## src/rtl/lsu_pkg.sv

```systemverilog
// Shared types and RV32 width codes for the load/store unit.
// Holds the FSM state type and funct3 decode helpers.
package lsu_pkg;

  typedef enum logic [1:0] {
    ST_IDLE = 2'd0,
    ST_ACC1 = 2'd1,
    ST_ACC2 = 2'd2
  } lsu_state_e;

  localparam logic [2:0] F3_B  = 3'b000;
  localparam logic [2:0] F3_H  = 3'b001;
  localparam logic [2:0] F3_W  = 3'b010;
  localparam logic [2:0] F3_BU = 3'b100;
  localparam logic [2:0] F3_HU = 3'b101;

  function automatic logic f3_legal(
    input logic       store,
    input logic [2:0] f3
  );
    if (store)
      return (f3 == F3_B) || (f3 == F3_H) ||
             (f3 == F3_W);
    return (f3 == F3_B)  || (f3 == F3_H)  ||
           (f3 == F3_W)  || (f3 == F3_BU) ||
           (f3 == F3_HU);
  endfunction

  // Access size in bytes; only meaningful for legal codes.
  function automatic logic [2:0] f3_size(
    input logic [2:0] f3
  );
    case (f3[1:0])
      2'b00:   return 3'd1;
      2'b01:   return 3'd2;
      default: return 3'd4;
    endcase
  endfunction

endpackage

```

## src/rtl/lsu_align.sv

```systemverilog
// Byte-lane alignment: lane masks, store shifting and load
// extraction with sign/zero extension.
module lsu_align
  import lsu_pkg::*;
(
  input  logic [2:0]  i_funct3,
  input  logic [1:0]  i_off,
  input  logic [31:0] i_wdata,
  input  logic [31:0] i_rd_lo,
  input  logic [31:0] i_rd_hi,
  output logic        o_split,
  output logic [3:0]  o_mask_lo,
  output logic [3:0]  o_mask_hi,
  output logic [31:0] o_wdata_lo,
  output logic [31:0] o_wdata_hi,
  output logic [31:0] o_rdata
);

  logic [2:0]  w_size;
  logic [3:0]  w_mask_n;
  logic [7:0]  w_mask8;
  logic [4:0]  w_sh;
  logic [63:0] w_wd64;
  logic [63:0] w_rd_pair;
  logic [31:0] w_rd_sh;

  assign w_size = f3_size(i_funct3);
  assign w_sh   = {i_off, 3'b000};

  always_comb begin
    w_mask_n = 4'b1111;
    unique case (1'b1)
      (w_size == 3'd1): w_mask_n = 4'b0001;
      (w_size == 3'd2): w_mask_n = 4'b0011;
      default:          w_mask_n = 4'b1111;
    endcase
  end

  // Upper halves of the 8-lane / 64-bit shifts spill into the next word.
  assign w_mask8    = {4'b0000, w_mask_n} << i_off;
  assign o_mask_lo  = w_mask8[3:0];
  assign o_mask_hi  = w_mask8[7:4];
  assign w_wd64     = {32'h0, i_wdata} << w_sh;
  assign o_wdata_lo = w_wd64[31:0];
  assign o_wdata_hi = w_wd64[63:32];
  assign o_split    = ({1'b0, i_off} + w_size) > 3'd4;

  assign w_rd_pair = {i_rd_hi, i_rd_lo};
  assign w_rd_sh   = w_rd_pair[w_sh +: 32];

  always_comb begin
    o_rdata = w_rd_sh;
    unique case (1'b1)
      (i_funct3 == F3_B):
        o_rdata = {{24{w_rd_sh[7]}}, w_rd_sh[7:0]};
      (i_funct3 == F3_BU):
        o_rdata = {24'h0, w_rd_sh[7:0]};
      (i_funct3 == F3_H):
        o_rdata = {{16{w_rd_sh[15]}}, w_rd_sh[15:0]};
      (i_funct3 == F3_HU):
        o_rdata = {16'h0, w_rd_sh[15:0]};
      default:
        o_rdata = w_rd_sh;
    endcase
  end

endmodule

```

## src/rtl/load_store_unit.sv

```systemverilog
// RV32 load/store unit: one or two word accesses per request,
// registered memory port, one-cycle response pulse.
module load_store_unit
  import lsu_pkg::*;
#(
  parameter int AW = 20
) (
  input  logic          clk,
  input  logic          rst,
  input  logic          req_valid,
  output logic          req_ready,
  input  logic          req_store,
  input  logic [2:0]    req_funct3,
  input  logic [AW+1:0] req_addr,
  input  logic [31:0]   req_wdata,
  output logic          rsp_valid,
  output logic [31:0]   rsp_data,
  output logic          rsp_err,
  output logic          cs,
  output logic          wr,
  output logic [3:0]    mask,
  output logic [AW-1:0] addr,
  output logic [31:0]   data_wr,
  input  logic [31:0]   data_rd
);

  lsu_state_e    r_state;
  logic          r_store;
  logic [2:0]    r_f3;
  logic [AW-1:0] r_word;
  logic [1:0]    r_off;
  logic [31:0]   r_wdata;
  logic [31:0]   r_rd_a;
  logic          r_cs;
  logic          r_wr;
  logic [3:0]    r_mask;
  logic [AW-1:0] r_addr;
  logic [31:0]   r_data_wr;
  logic          r_rsp_valid;
  logic          r_rsp_err;
  logic [31:0]   r_rsp_data;

  logic          w_idle;
  logic          w_acc2;
  logic          w_legal;
  logic [2:0]    w_f3;
  logic [1:0]    w_off;
  logic [31:0]   w_wdata;
  logic [31:0]   w_rd_lo;
  logic [31:0]   w_rd_hi;
  logic          w_split;
  logic [3:0]    w_mask_lo;
  logic [3:0]    w_mask_hi;
  logic [31:0]   w_wdata_lo;
  logic [31:0]   w_wdata_hi;
  logic [31:0]   w_rdata;

  assign w_idle  = (r_state == ST_IDLE);
  assign w_acc2  = (r_state == ST_ACC2);
  assign w_legal = f3_legal(req_store, req_funct3);

  // In IDLE the aligner sees the incoming request so ACC1 outputs
  // can be registered at the accept edge.
  assign w_f3    = w_idle ? req_funct3     : r_f3;
  assign w_off   = w_idle ? req_addr[1:0]  : r_off;
  assign w_wdata = w_idle ? req_wdata      : r_wdata;
  assign w_rd_lo = w_acc2 ? r_rd_a         : data_rd;
  assign w_rd_hi = w_acc2 ? data_rd        : 32'h0;

  lsu_align u_align (
    .i_funct3   (w_f3),
    .i_off      (w_off),
    .i_wdata    (w_wdata),
    .i_rd_lo    (w_rd_lo),
    .i_rd_hi    (w_rd_hi),
    .o_split    (w_split),
    .o_mask_lo  (w_mask_lo),
    .o_mask_hi  (w_mask_hi),
    .o_wdata_lo (w_wdata_lo),
    .o_wdata_hi (w_wdata_hi),
    .o_rdata    (w_rdata)
  );

  always_ff @(posedge clk or negedge rst) begin
    if (!rst) begin
      r_state     <= ST_IDLE;
      r_store     <= 1'b0;
      r_f3        <= 3'b000;
      r_word      <= '0;
      r_off       <= 2'b00;
      r_wdata     <= 32'h0;
      r_rd_a      <= 32'h0;
      r_cs        <= 1'b1;
      r_wr        <= 1'b1;
      r_mask      <= 4'h0;
      r_addr      <= '0;
      r_data_wr   <= 32'h0;
      r_rsp_valid <= 1'b0;
      r_rsp_err   <= 1'b0;
      r_rsp_data  <= 32'h0;
    end else begin
      r_rsp_valid <= 1'b0;
      r_rsp_err   <= 1'b0;
      r_rsp_data  <= 32'h0;
      unique case (r_state)
        ST_IDLE: begin
          if (req_valid && w_legal) begin
            r_state   <= ST_ACC1;
            r_store   <= req_store;
            r_f3      <= req_funct3;
            r_word    <= req_addr[AW+1:2];
            r_off     <= req_addr[1:0];
            r_wdata   <= req_wdata;
            r_cs      <= 1'b0;
            r_wr      <= ~req_store;
            r_addr    <= req_addr[AW+1:2];
            r_mask    <= w_mask_lo;
            r_data_wr <= w_wdata_lo;
          end else if (req_valid) begin
            r_rsp_valid <= 1'b1;
            r_rsp_err   <= 1'b1;
          end
        end
        ST_ACC1: begin
          r_rd_a <= data_rd;
          if (w_split) begin
            r_state   <= ST_ACC2;
            r_addr    <= r_word + 1'b1;
            r_mask    <= w_mask_hi;
            r_data_wr <= w_wdata_hi;
          end else begin
            r_state     <= ST_IDLE;
            r_cs        <= 1'b1;
            r_wr        <= 1'b1;
            r_mask      <= 4'h0;
            r_addr      <= '0;
            r_data_wr   <= 32'h0;
            r_rsp_valid <= 1'b1;
            r_rsp_data  <= r_store ? 32'h0 : w_rdata;
          end
        end
        ST_ACC2: begin
          r_state     <= ST_IDLE;
          r_cs        <= 1'b1;
          r_wr        <= 1'b1;
          r_mask      <= 4'h0;
          r_addr      <= '0;
          r_data_wr   <= 32'h0;
          r_rsp_valid <= 1'b1;
          r_rsp_data  <= r_store ? 32'h0 : w_rdata;
        end
        default: r_state <= ST_IDLE;
      endcase
    end
  end

  assign req_ready = w_idle;
  assign rsp_valid = r_rsp_valid;
  assign rsp_err   = r_rsp_err;
  assign rsp_data  = r_rsp_data;
  assign cs        = r_cs;
  assign wr        = r_wr;
  assign mask      = r_mask;
  assign addr      = r_addr;
  assign data_wr   = r_data_wr;

endmodule

```

## config.mk

```make
export PLATFORM = sky130hd
export DESIGN_NAME = load_store_unit
export DESIGN_NICKNAME = d
export VERILOG_FILES = /design/src/rtl/lsu_pkg.sv /design/src/rtl/lsu_align.sv /design/src/rtl/load_store_unit.sv
export SDC_FILE = /design/constraint.sdc
export NUM_CORES = 1
export LEC_CHECK = 0
export CAP_MARGIN = 10
export CORE_MARGIN = 5
export CORE_UTILIZATION = 57
export DETAILED_ROUTE_END_ITERATION = 8
export GPL_TIMING_DRIVEN = 0
export PLACE_DENSITY = 0.89
export SETUP_SLACK_MARGIN = 0.02
export SLEW_MARGIN = 40
export SYNTH_ARGS = -nofsm -noshare
export SYNTH_HDL_FRONTEND = slang
export SYNTH_SLANG_ARGS = --single-unit
```

## constraint.sdc

```tcl
create_clock -name clk -period 10.53 [get_ports clk]
set_clock_uncertainty 0.1 [all_clocks]
set_input_delay 3.159 -clock clk [delete_from_list [all_inputs] [get_ports clk]]
set_output_delay 3.159 -clock clk [all_outputs]
set_load 0.05 [all_outputs]
```

==> results of run 1 <==
## where the power goes
group          internal, W  switching, W  leakage (nW)
clock network     0.000422      0.000293         0.318
registers          0.00102      0.000224          2.27
logic              0.00102       0.00180          2.78
total              0.00246       0.00232          5.38
## worst max-delay path, delay by kind of cell
| family | cells | cell delay, ns |
|---|---|---|
| muxes | 1 | 0.13 |
| and+or+nand+nor | 1 | 0.09 |
| xor gates and xnor gates | 1 | 0.27 |
| buffers and inverters | 6 | 2.01 |
| adders and majority gates | 2 | 0.62 |
| AOI/OAI and AO/OA | 2 | 0.85 |
## metal layers
layer	up-vias	track usage [%]	share of wire (%)
li1	3908	-	-
met1	4410	44.8	39
met2	641	54.4	46
met3	133	7.11	9.3
met4	0	17.7	5.3
met5	-	0	0
## worst paths after layout
path	depth (start not counted)	slack (ns)	endpoint
min	1	0.40	data_wr[13]$_DFFE_PN0P_
max	13	3.60	rsp_data[23]$_DFF_PN0_
max reg2reg	15	5.91	rsp_data[23]$_DFF_PN0_
min in group asynchronous	1	2.54	r_rd_a[10]$_DFFE_PN0P_
max in group asynchronous	2	7.02	wr$_DFFE_PN1P_
min reg2reg	1	0.40	data_wr[13]$_DFFE_PN0P_
## layout make-up
| cell class | instances | area (µm²) |
|---|---|---|
| well taps | 225 | 282 |
| clock buffers | 21 | 470 |
| multi-input cells | 696 | 4920 |
| repair buffers | 187 | 1910 |
| clock inverters | 11 | 181 |
| plain buffers | 69 | 279 |
| inverters | 14 | 52.6 |
| flip-flops and latches | 184 | 4610 |
| fillers | 1234 | 4410 |
## cells by family after synthesis
group	share of synthesized area [%]
adder cells (fa/ha/maj)	1.09
flip-flops	46.7
XOR/XNOR	1.42
AO/OA/AOI/OAI	13.6
AND/OR/NAND/NOR	11.4
buffers and inverters	3.36
multiplexers	22.4
## flip-flops by register name, summed over array words and instances, names as in the netlist, 2 cells and up
name,cells
r_state,2
r_f3,3
rsp_data,32
r_rd_a,32
r_off,2
r_wdata,32
addr,20
r_word,20
mask,4
data_wr,32
## cell usage in the layout (no fill, tap or decap), drive strengths merged, types with 7 or more instances in the layout
| master | netlist | routed |
|---|---|---|
| a21oi | 60 | 60 |
| a221oi | 14 | 14 |
| a22o | 8 | 8 |
| a22oi | 10 | 10 |
| a2bb2oi | 8 | 8 |
| a32oi | 10 | 10 |
| buf | 31 | 34 |
| clkbuf | 38 | 59 |
| clkdlybuf4s50 | 0 | 184 |
| dfrtp | 182 | 182 |
| ha | 7 | 7 |
| inv | 13 | 17 |
| mux2 | 123 | 123 |
| mux2i | 81 | 81 |
| nand2 | 92 | 92 |
| nand3 | 41 | 41 |
| nand4 | 7 | 7 |
| nor2 | 72 | 72 |
| nor3 | 19 | 19 |
| nor4 | 8 | 8 |
| o21a | 9 | 9 |
| o21ai | 56 | 56 |
| o22ai | 22 | 22 |
| xor2 | 11 | 11 |
## per-stage QoR
step / hold slack (ns) / instance area (µm²) / instances / TNS, ns / utilization [%]
after detailed placement: 0.384 / 12100 / 1375 / 0 / 70.4
after CTS: 0.404 / 12700 / 1407 / 0 / 74.2
after floorplan: 0.375 / 9860 / 963 / 0 / -
final: 0.400 / 12700 / 1407 / 0 / 74.2
after global routing: 0.413 / 12700 / 1407 / 0 / 74.2
after global placement: 0.370 / 12000 / 1373 / -216.01 / 70.1
==> run_results.csv, run 1 <==
group,metric,value,unit
floorplanning,coreArea,0.0171,mm²
critical_path,crit_path_end_kind,"flip-flop",
clock_network,post_cts_buffers,0,
sta,hold_violations,0,
sta,fin_crit_sh,65.8,%
synth,ys_seq_area_share,46.7,%
critical_path,cp_cell_sequence,"clkdlybuf4s50_1 -> mux2i_4 -> inv_2 -> buf_2 -> clkbuf_1 -> ha_1 -> inv_1 -> fa_1 -> xnor2_1 -> a21boi_0 -> o211ai_1 -> buf_2 -> nor3_1",
sta,timing.final.ws_setup,3.60,ns
hold_path,holdCritStartpoint,"data_wr[13]$_DFFE_PN0P_",
synth,synth_area_leaders,"dfrtp_1 46%, mux2_2 14%, mux2i_1 8.1%",
sta,drv_slew,0,
pwr,ir_drop,0.000276,V
layout,area_growth,28.9,%
global_routing,grt_first_pass_wirelength,52.7,mm
critical_path,start_kind,"primary input",
sta,rsz0062_at_grt,"no",
drt,firstDrtPassIters,7,
floorplanning,die_w,142,µm
layout,antenna_cells,0,
critical_path,path_max_fanout,10,
clock_network,cts_buffers,17,
floorplanning,io_pins,186,
sta,slew_headroom,43.1,%
place,place_ws,3.28,ns
critical_path,critPathLaunch,"req_addr[0]",
layout,layout.nets,1270,
critical_path,crit_slowest_cell,"o211ai_1",
clock_network,tritoncts,"done",
synth,synth.top_cell.area_share,46.2,%
sta,tightest_slew,0.854,ns
critical_path,critical_path_arrival,7.15,ns
sta,fmaxAchievable,144,MHz
synth,synth.most_common_cell,"dfrtp_1",
clock_network,cts.path.max_buffers,2,
synth,synthTopCellsByCount,"182 x dfrtp_1, 122 x mux2_2, 92 x nand2_1",
critical_path,path_class,"primary input to flip-flop",
flow_run,drv_cap,0,
drt,vias_per_cell,6.46,
synth,synth_edf_count,0,
synth,ys_seq_elements,184,
clock_network,cts_sinks,184,
floorplanning,rows,48,
status,status,"finished clean",
global_routing,grt_util_all_layers,34.3,%
floorplanning,fp.dieH,142,µm
synth,synthArstFlopShare,100,%
sta,layout_min_cycle_time,6.93,ns
clock_network,cts_resized,0,
pwr,powerDensity,376,mW/mm²
drt,route.detailed.wl_per_inst,24.3,µm
synth,syn_avg_cell_area,10.2,µm²
drt,remaining_drc_errors,0,
synth,synthCells,963,
clock_network,cts_max_level,4,
critical_path,cpPeakStageDelay,0.61,ns
global_routing,grt_start_max_net_pins,77,
hold_path,min_path_type,"flip-flop to flip-flop",
synth,synth_nets,1064,
pwr,leakagePower,5.38,nW
drt,wirelength,34.1,mm
synth,syn-cell-area,0.00986,mm²
synth,ys_types,47,
pwr,power.total,0.00478,W
synth,yosys_warnings,0,
global_routing,grt_pass1_vias,9252,
critical_path,cp_data_required_time,10.74,ns
clock_network,hold_buffers,0,
critical_path,r2r-start,"r_state[0]$_DFFE_PN0P_",
clock_network,clk_pin_slew,0.07,ns
place,dp.final_hpwl,25.0,mm
place,gp_congestion,1.01,
drt,ant_nets,0,
drt,initialDrtViolationCount,878,
drt,vias,9092,
sta,setup-violations-final,0,
clock_network,clock_latency,0.44,ns
synth,synth_top_area_cell,"dfrtp_1",
floorplanning,die-area,0.0200,mm²
place,port_buffers,185,
clock_network,cts_root_buffer,"clkbuf_16",
critical_path,crit_path_frequent_cell,"buf_2",
synth,ys.flop_type,"dfrtp_1",
floorplanning,initial_core_util,57.6,%
layout,drive_above_1_share,15.1,%
global_routing,overflow,0,
global_routing,antenna_found_initial,0,
No activity file was read; power rests on OpenSTA's default activity.
==> run 2, diff against run 1 <==
--- a/config.mk
+++ b/config.mk
@@ -7,10 +7,10 @@
 export LEC_CHECK = 0
 export CAP_MARGIN = 10
 export CORE_MARGIN = 5
-export CORE_UTILIZATION = 57
+export CORE_UTILIZATION = 48
 export DETAILED_ROUTE_END_ITERATION = 8
 export GPL_TIMING_DRIVEN = 0
-export PLACE_DENSITY = 0.89
+export PLACE_DENSITY = 0.8
 export SETUP_SLACK_MARGIN = 0.02
 export SLEW_MARGIN = 40
 export SYNTH_ARGS = -nofsm -noshare
==> constraint.sdc (replaced) <==
create_clock -name clk -period 5.9 [get_ports clk]
set_clock_uncertainty 0.1 [all_clocks]
set_input_delay 1.77 -clock clk [delete_from_list [all_inputs] [get_ports clk]]
set_output_delay 1.77 -clock clk [all_outputs]
set_load 0.05 [all_outputs]
==> run 2 against run 1 <==
Net effect: hold slack worse by 0.013 ns; final area is 0.11% higher; sequential share of layout area is essentially flat; utilization fell by 11 points; largest cell class unchanged.
==> run_results.csv, run 2 (synthesis gave the netlist of run 1 again) <==
group,metric,value,unit
status,status,"finished clean",
floorplanning,die_w,153,µm
drt,route.detailed.wl_per_inst,23.1,µm
layout,antenna_cells,0,
clock_network,cts_buffers,17,
floorplanning,fp.dieH,153,µm
critical_path,cpPeakStageDelay,0.62,ns
sta,fin_crit_sh,93.1,%
floorplanning,rows,52,
drt,drt-met1-wl,13.6,mm
sta,rsz0062_at_grt,"no",
floorplanning,coreArea,0.0202,mm²
clock_network,tritoncts,"done",
global_routing,grt_pass1_vias,8943,
clock_network,cts_root_buffer,"clkbuf_16",
layout,fin_area,0.0127,mm²
critical_path,path_class,"primary input to flip-flop",
sta,fin_hold_ws,0.387,ns
drt,wirelength,33.6,mm
clock_network,clk_pin_slew,0.07,ns
global_routing,overflow,0,
floorplanning,io_pins,186,
place,dpl-instance-area,0.0121,mm²
global_routing,grt_start_max_net_pins,78,
clock_network,cts_sinks,184,
pwr,ir_drop,0.000460,V
clock_network,cts_max_level,4,
global_routing,grt_util_all_layers,28.2,%
layout,drive_above_1_share,15.1,%
critical_path,cp_cell_sequence,"clkdlybuf4s50_1 -> mux2i_4 -> inv_2 -> buf_2 -> clkbuf_1 -> ha_1 -> inv_1 -> fa_1 -> xnor2_1 -> a21boi_0 -> o211ai_1 -> buf_2 -> nor3_1",
flow_run,drv_cap,0,
critical_path,path_max_fanout,10,
sta,layout_min_cycle_time,5.49,ns
clock_network,cts.path.max_buffers,2,
clock_network,clock_latency,0.45,ns
layout,n_fill_cell,1681,
layout,final_common_cell,"clkdlybuf4s50_1",
place,dp.final_hpwl,24.9,mm
floorplanning,initial_core_util,48.7,%
critical_path,critical_path_arrival,5.71,ns
critical_path,crit_path_end_kind,"flip-flop",
drt,dr_wl_met3,2.96,mm
sta,slew_headroom,43.6,%
layout,layout.nets,1270,
clock_network,cts_resized,0,
sta,hold_violations,0,
global_routing,antenna_found_initial,0,
clock_network,post_cts_buffers,0,
hold_path,hold_end,"data_wr[7]$_DFFE_PN0P_",
critical_path,r2r-start,"r_state[0]$_DFFE_PN0P_",
drt,firstDrtPassIters,6,
sta,drv_slew,0,
drt,remaining_drc_errors,0,
sta,setup-violations-final,0,
place,gp_congestion,0.963,
clock_network,hold_buffers,0,
critical_path,crit_slowest_cell,"o211ai_1",
global_routing,grt_first_pass_wirelength,51.5,mm
drt,dr_wl_met2,15.6,mm
pwr,leakagePower,5.35,nW
drt,initialDrtViolationCount,994,
hold_path,whs_path_depth,2,
drt,vias_per_cell,6.19,
hold_path,holdCritStartpoint,"data_wr[7]$_DFFE_PN0P_",
critical_path,cp_data_required_time,6.12,ns
critical_path,reg2reg_slack,1.20,ns
critical_path,crit_path_frequent_cell,"buf_2",
drt,ant_nets,0,
critical_path,crit_buf_inv,6,
drt,vias,8986,
sta,tightest_slew,0.838,ns
critical_path,r2r-end,"rsp_data[27]$_DFF_PN0_",
layout,area_growth,29.0,%
critical_path,crit_family,"buffers and inverters",
sta,fmaxAchievable,182,MHz
hold_path,min_path_type,"flip-flop to flip-flop",
floorplanning,die-area,0.0235,mm²
critical_path,start_kind,"primary input",
place,port_buffers,185,
critical_path,rr_worst_depth,14,
pwr,powerDensity,661,mW/mm²
drt,top_layer,"met4",
layout,final_cell_mix,"184 x clkdlybuf4s50_1, 182 x dfrtp_1, 122 x mux2_2",
run 2: cell type report:
class / instances / area, µm² / share of cell area (%)
Multi-Input combinational cell: 696 / 4920 / 38.7
Sequential cell: 184 / 4610 / 36.2
Timing Repair Buffer: 187 / 1910 / 15.0
Clock buffer: 21 / 470 / 3.70
Tap cell: 270 / 338 / 2.66
Buffer: 69 / 279 / 2.19
Clock inverter: 11 / 139 / 1.09
Inverter: 14 / 52.6 / 0.413
run 2: metrics by stage:
step / worst slack, ns / util, % / total power [W] / cells / TNS (ns)
finish: 0.409 / 62.9 / 0.00840 / 1452 / 0
global route: 0.163 / 62.9 / 0.00880 / 1452 / 0
CTS: 0.493 / 62.9 / 0.00829 / 1452 / 0
detailed placement: 0.0464 / 59.8 / 0.00709 / 1420 / 0
global placement: -4.54 / 59.5 / 0.00700 / 1418 / -827.76
floorplan: 1.53 / - / 0.00548 / 963 / 0
run 2: report_power, final:
part | leakage, nW | internal, W | total [W] | switching, W
logic | 2.78 | 0.00182 | 0.00500 | 0.00319
registers | 2.27 | 0.00182 | 0.00222 | 0.000398
clock network | 0.292 | 0.000666 | 0.00119 | 0.000521
run 2: worst max-delay path by stage:
stage                     start                     end  slack (ns)  cells after the start
floorplan           req_addr[0]  rsp_data[21]$_DFF_PN0_        1.53                     12
global placement            rst  r_word[17]$_DFFE_PN0P_       -4.54                      1
detailed placement  req_addr[0]  rsp_data[27]$_DFF_PN0_        0.05                     13
CTS                 req_addr[0]  rsp_data[27]$_DFF_PN0_        0.49                     13
global route        req_addr[0]  rsp_data[27]$_DFF_PN0_        0.16                     13
finish              req_addr[0]  rsp_data[27]$_DFF_PN0_        0.41                     13
run 2: worst register-to-register path: stages (launching register included):
cell      delay (ns)
dfrtp_1         0.41
inv_1           0.15
ha_1            0.26
buf_2           0.23
mux2_2          0.35
buf_2           0.19
clkinv_1        0.18
buf_2           0.31
clkbuf_1        0.54
fa_1            0.52
nand2b_1        0.14
a21boi_0        0.16
o211ai_1        0.62
buf_2           0.33
nor3_1          0.08
run 2: layer usage:
metal	GRT usage, %	vias up
met1	37.9	4436
met5	0	-
met2	44.1	539
met4	12.6	0
met3	5.97	94
li1	-	3917
==> run 3, diff against run 2 <==
--- a/config.mk
+++ b/config.mk
@@ -6,10 +6,13 @@
 export NUM_CORES = 1
 export LEC_CHECK = 0
 export CAP_MARGIN = 10
+export CELL_PAD_IN_SITES_DETAIL_PLACEMENT = 1
+export CELL_PAD_IN_SITES_GLOBAL_PLACEMENT = 2
 export CORE_MARGIN = 5
-export CORE_UTILIZATION = 48
+export CORE_UTILIZATION = 30
 export DETAILED_ROUTE_END_ITERATION = 8
 export GPL_TIMING_DRIVEN = 0
+export HOLD_SLACK_MARGIN = 0.06
 export PLACE_DENSITY = 0.8
 export SETUP_SLACK_MARGIN = 0.02
 export SLEW_MARGIN = 40
==> run 3 against run 2 <==
Net effect: first-iteration DRC count down 47%; combinational power about the same; worst setup slack worse by 0.015 ns; hold slack better by 0.0054 ns; critical endpoint is now rsp_data[0]$_DFF_PN0_; clock power about the same; largest cell class unchanged; critical path depth down 1.
==> run_results.csv, run 3 (synthesis gave the netlist of run 1 again) <==
group,metric,value,unit
global_routing,overflow,0,
critical_path,crit_path_frequent_cell,"buf_2",
global_routing,grtUsageMet2,34.6,%
floorplanning,coreArea,0.0325,mm²
drt,firstDrtPassIters,6,
layout,ff_latch_area,0.00461,mm²
floorplanning,die-area,0.0366,mm²
flow_run,drv_cap,0,
sta,slew_headroom,42.4,%
drt,ant_nets,0,
place,dp.final_hpwl,28.7,mm
sta,rsz0062_at_grt,"no",
floorplanning,io_pins,186,
layout,final_common_cell,"clkdlybuf4s50_1",
global_routing,antenna_found_initial,1,
critical_path,crit_buf_inv,6,
critical_path,crit_family,"buffers and inverters",
floorplanning,rows,66,
layout,layout.nets,1269,
sta,tightest_slew,0.864,ns
drt,route.detailed.wl_per_inst,23.2,µm
hold_path,min_path_type,"flip-flop to flip-flop",
critical_path,path_max_fanout,10,
critical_path,crit_path_end_kind,"flip-flop",
drt,remaining_drc_errors,0,
drt,vias_per_cell,5.29,
sta,setup-violations-final,0,
clock_network,clk_pin_slew,0.08,ns
critical_path,critical_path_arrival,5.71,ns
clock_network,clock_latency,0.46,ns
pwr,powerDensity,651,mW/mm²
clock_network,tritoncts,"done",
global_routing,grt_use_met3,3.65,%
global_routing,busiest_layer,"met2",
floorplanning,initial_core_util,30.4,%
clock_network,cts_buffers,17,
global_routing,grt_first_pass_wirelength,57.5,mm
layout,n_fill_cell,3647,
critical_path,crit_slowest_cell,"fa_1",
sta,layout_min_cycle_time,5.51,ns
critical_path,start_kind,"primary input",
place,gp_congestion,0.881,
layout,multi_input_area,0.00494,mm²
place,port_buffers,185,
drt,wirelength,37.7,mm
sta,hold_violations,0,
critical_path,cp_cell_sequence,"clkdlybuf4s50_1 -> mux2_2 -> buf_2 -> clkinv_1 -> buf_2 -> clkbuf_1 -> fa_1 -> nand2b_1 -> a21boi_0 -> o21ai_2 -> buf_2 -> a21oi_1",
layout,drive_above_1_share,15.4,%
drt,vias,8587,
floorplanning,die_w,191,µm
pwr,ir_drop,0.000291,V
floorplanning,fp.dieH,191,µm
sta,fin_crit_sh,93.3,%
critical_path,cp_data_required_time,6.10,ns
place,place_ws,-0.421,ns
layout,area_growth,31.3,%
layout,final_cell_mix,"184 x clkdlybuf4s50_1, 182 x dfrtp_1, 122 x mux2_2",
clock_network,cts_max_level,4,
critical_path,cpPeakStageDelay,0.63,ns
clock_network,cts.path.max_buffers,2,
sta,timing.final.ws_setup,0.394,ns
global_routing,met1_usage,27.8,%
sta,fmaxAchievable,182,MHz
status,status,"finished clean",
drt,initialDrtViolationCount,530,
sta,fin_hold_ws,0.393,ns
pwr,leakagePower,5.35,nW
global_routing,grt_util_all_layers,20.7,%
critical_path,path_class,"primary input to flip-flop",
global_routing,grt_pass1_vias,9290,
global_routing,grt_start_max_net_pins,71,
clock_network,cts_root_buffer,"clkbuf_16",
clock_network,cts_sinks,184,
sta,drv_slew,0,
run 3: final timing paths:
kind                                         from                      to  slack, ns  cells after the start
min in group asynchronous                     rst  data_wr[4]$_DFFE_PN0P_       1.14                      1
max in group asynchronous                     rst  rsp_data[20]$_DFF_PN0_       3.49                      3
min reg2reg                data_wr[6]$_DFFE_PN0P_  data_wr[6]$_DFFE_PN0P_       0.39                      2
max                                   req_addr[1]   rsp_data[0]$_DFF_PN0_       0.39                     12
max reg2reg                r_state[0]$_DFFE_PN0P_   rsp_data[0]$_DFF_PN0_       1.20                     14
min                        data_wr[6]$_DFFE_PN0P_  data_wr[6]$_DFFE_PN0P_       0.39                      2
run 3: power breakdown:
group | switching, W | internal (W)
logic | 0.00320 | 0.00182
clock network | 0.000587 | 0.000610
registers | 0.000386 | 0.00182
total | 0.00418 | 0.00424
run 3: tightest hold or removal path, stage by stage (launching register included):
cell and delay (ns):
dfrtp_1 0.35, nand2_1 0.05, o21ai_0 0.06
run 3: layout make-up:
cell class	count	share of cell area, %
repair buffers	187	14.8
inverters	14	0.406
diodes	1	0.0193
clock inverters	15	1.36
flip-flops and latches	184	35.6
clock buffers	17	3.29
plain buffers	68	2.14
multi-input cells	696	38.1
well taps	442	4.27
run 3: per-layer routing:
layer  up-vias  wire length (µm)  share of wire, %
met4         0               883               2.3
met5         -                 0                 0
met2       278             18000                48
met3        38              1900               5.0
met1      4364             16900                45
li1       3907                 -                 -
run 3: repair_timing:
| action | in CTS | in global routing |
|---|---|---|
| hold buffers | 0 | 0 |
| gates resized for setup | 0 | 1 |
| endpoints found under the setup margin | 0 | 11 |
| setup buffers | 0 | 0 |
run 3: metrics by stage:
step	total power, W	setup TNS [ns]	util, %	area, µm²	std cells
CTS	0.00844	0	39.8	12900	1624
global route	0.00895	0	39.9	12900	1624
detailed placement	0.00721	-4.83	38.0	12300	1592
finish	0.00842	0	39.9	12900	1624
floorplan	0.00548	0	-	9860	963
global placement	0.00711	-947.96	37.8	12300	1590
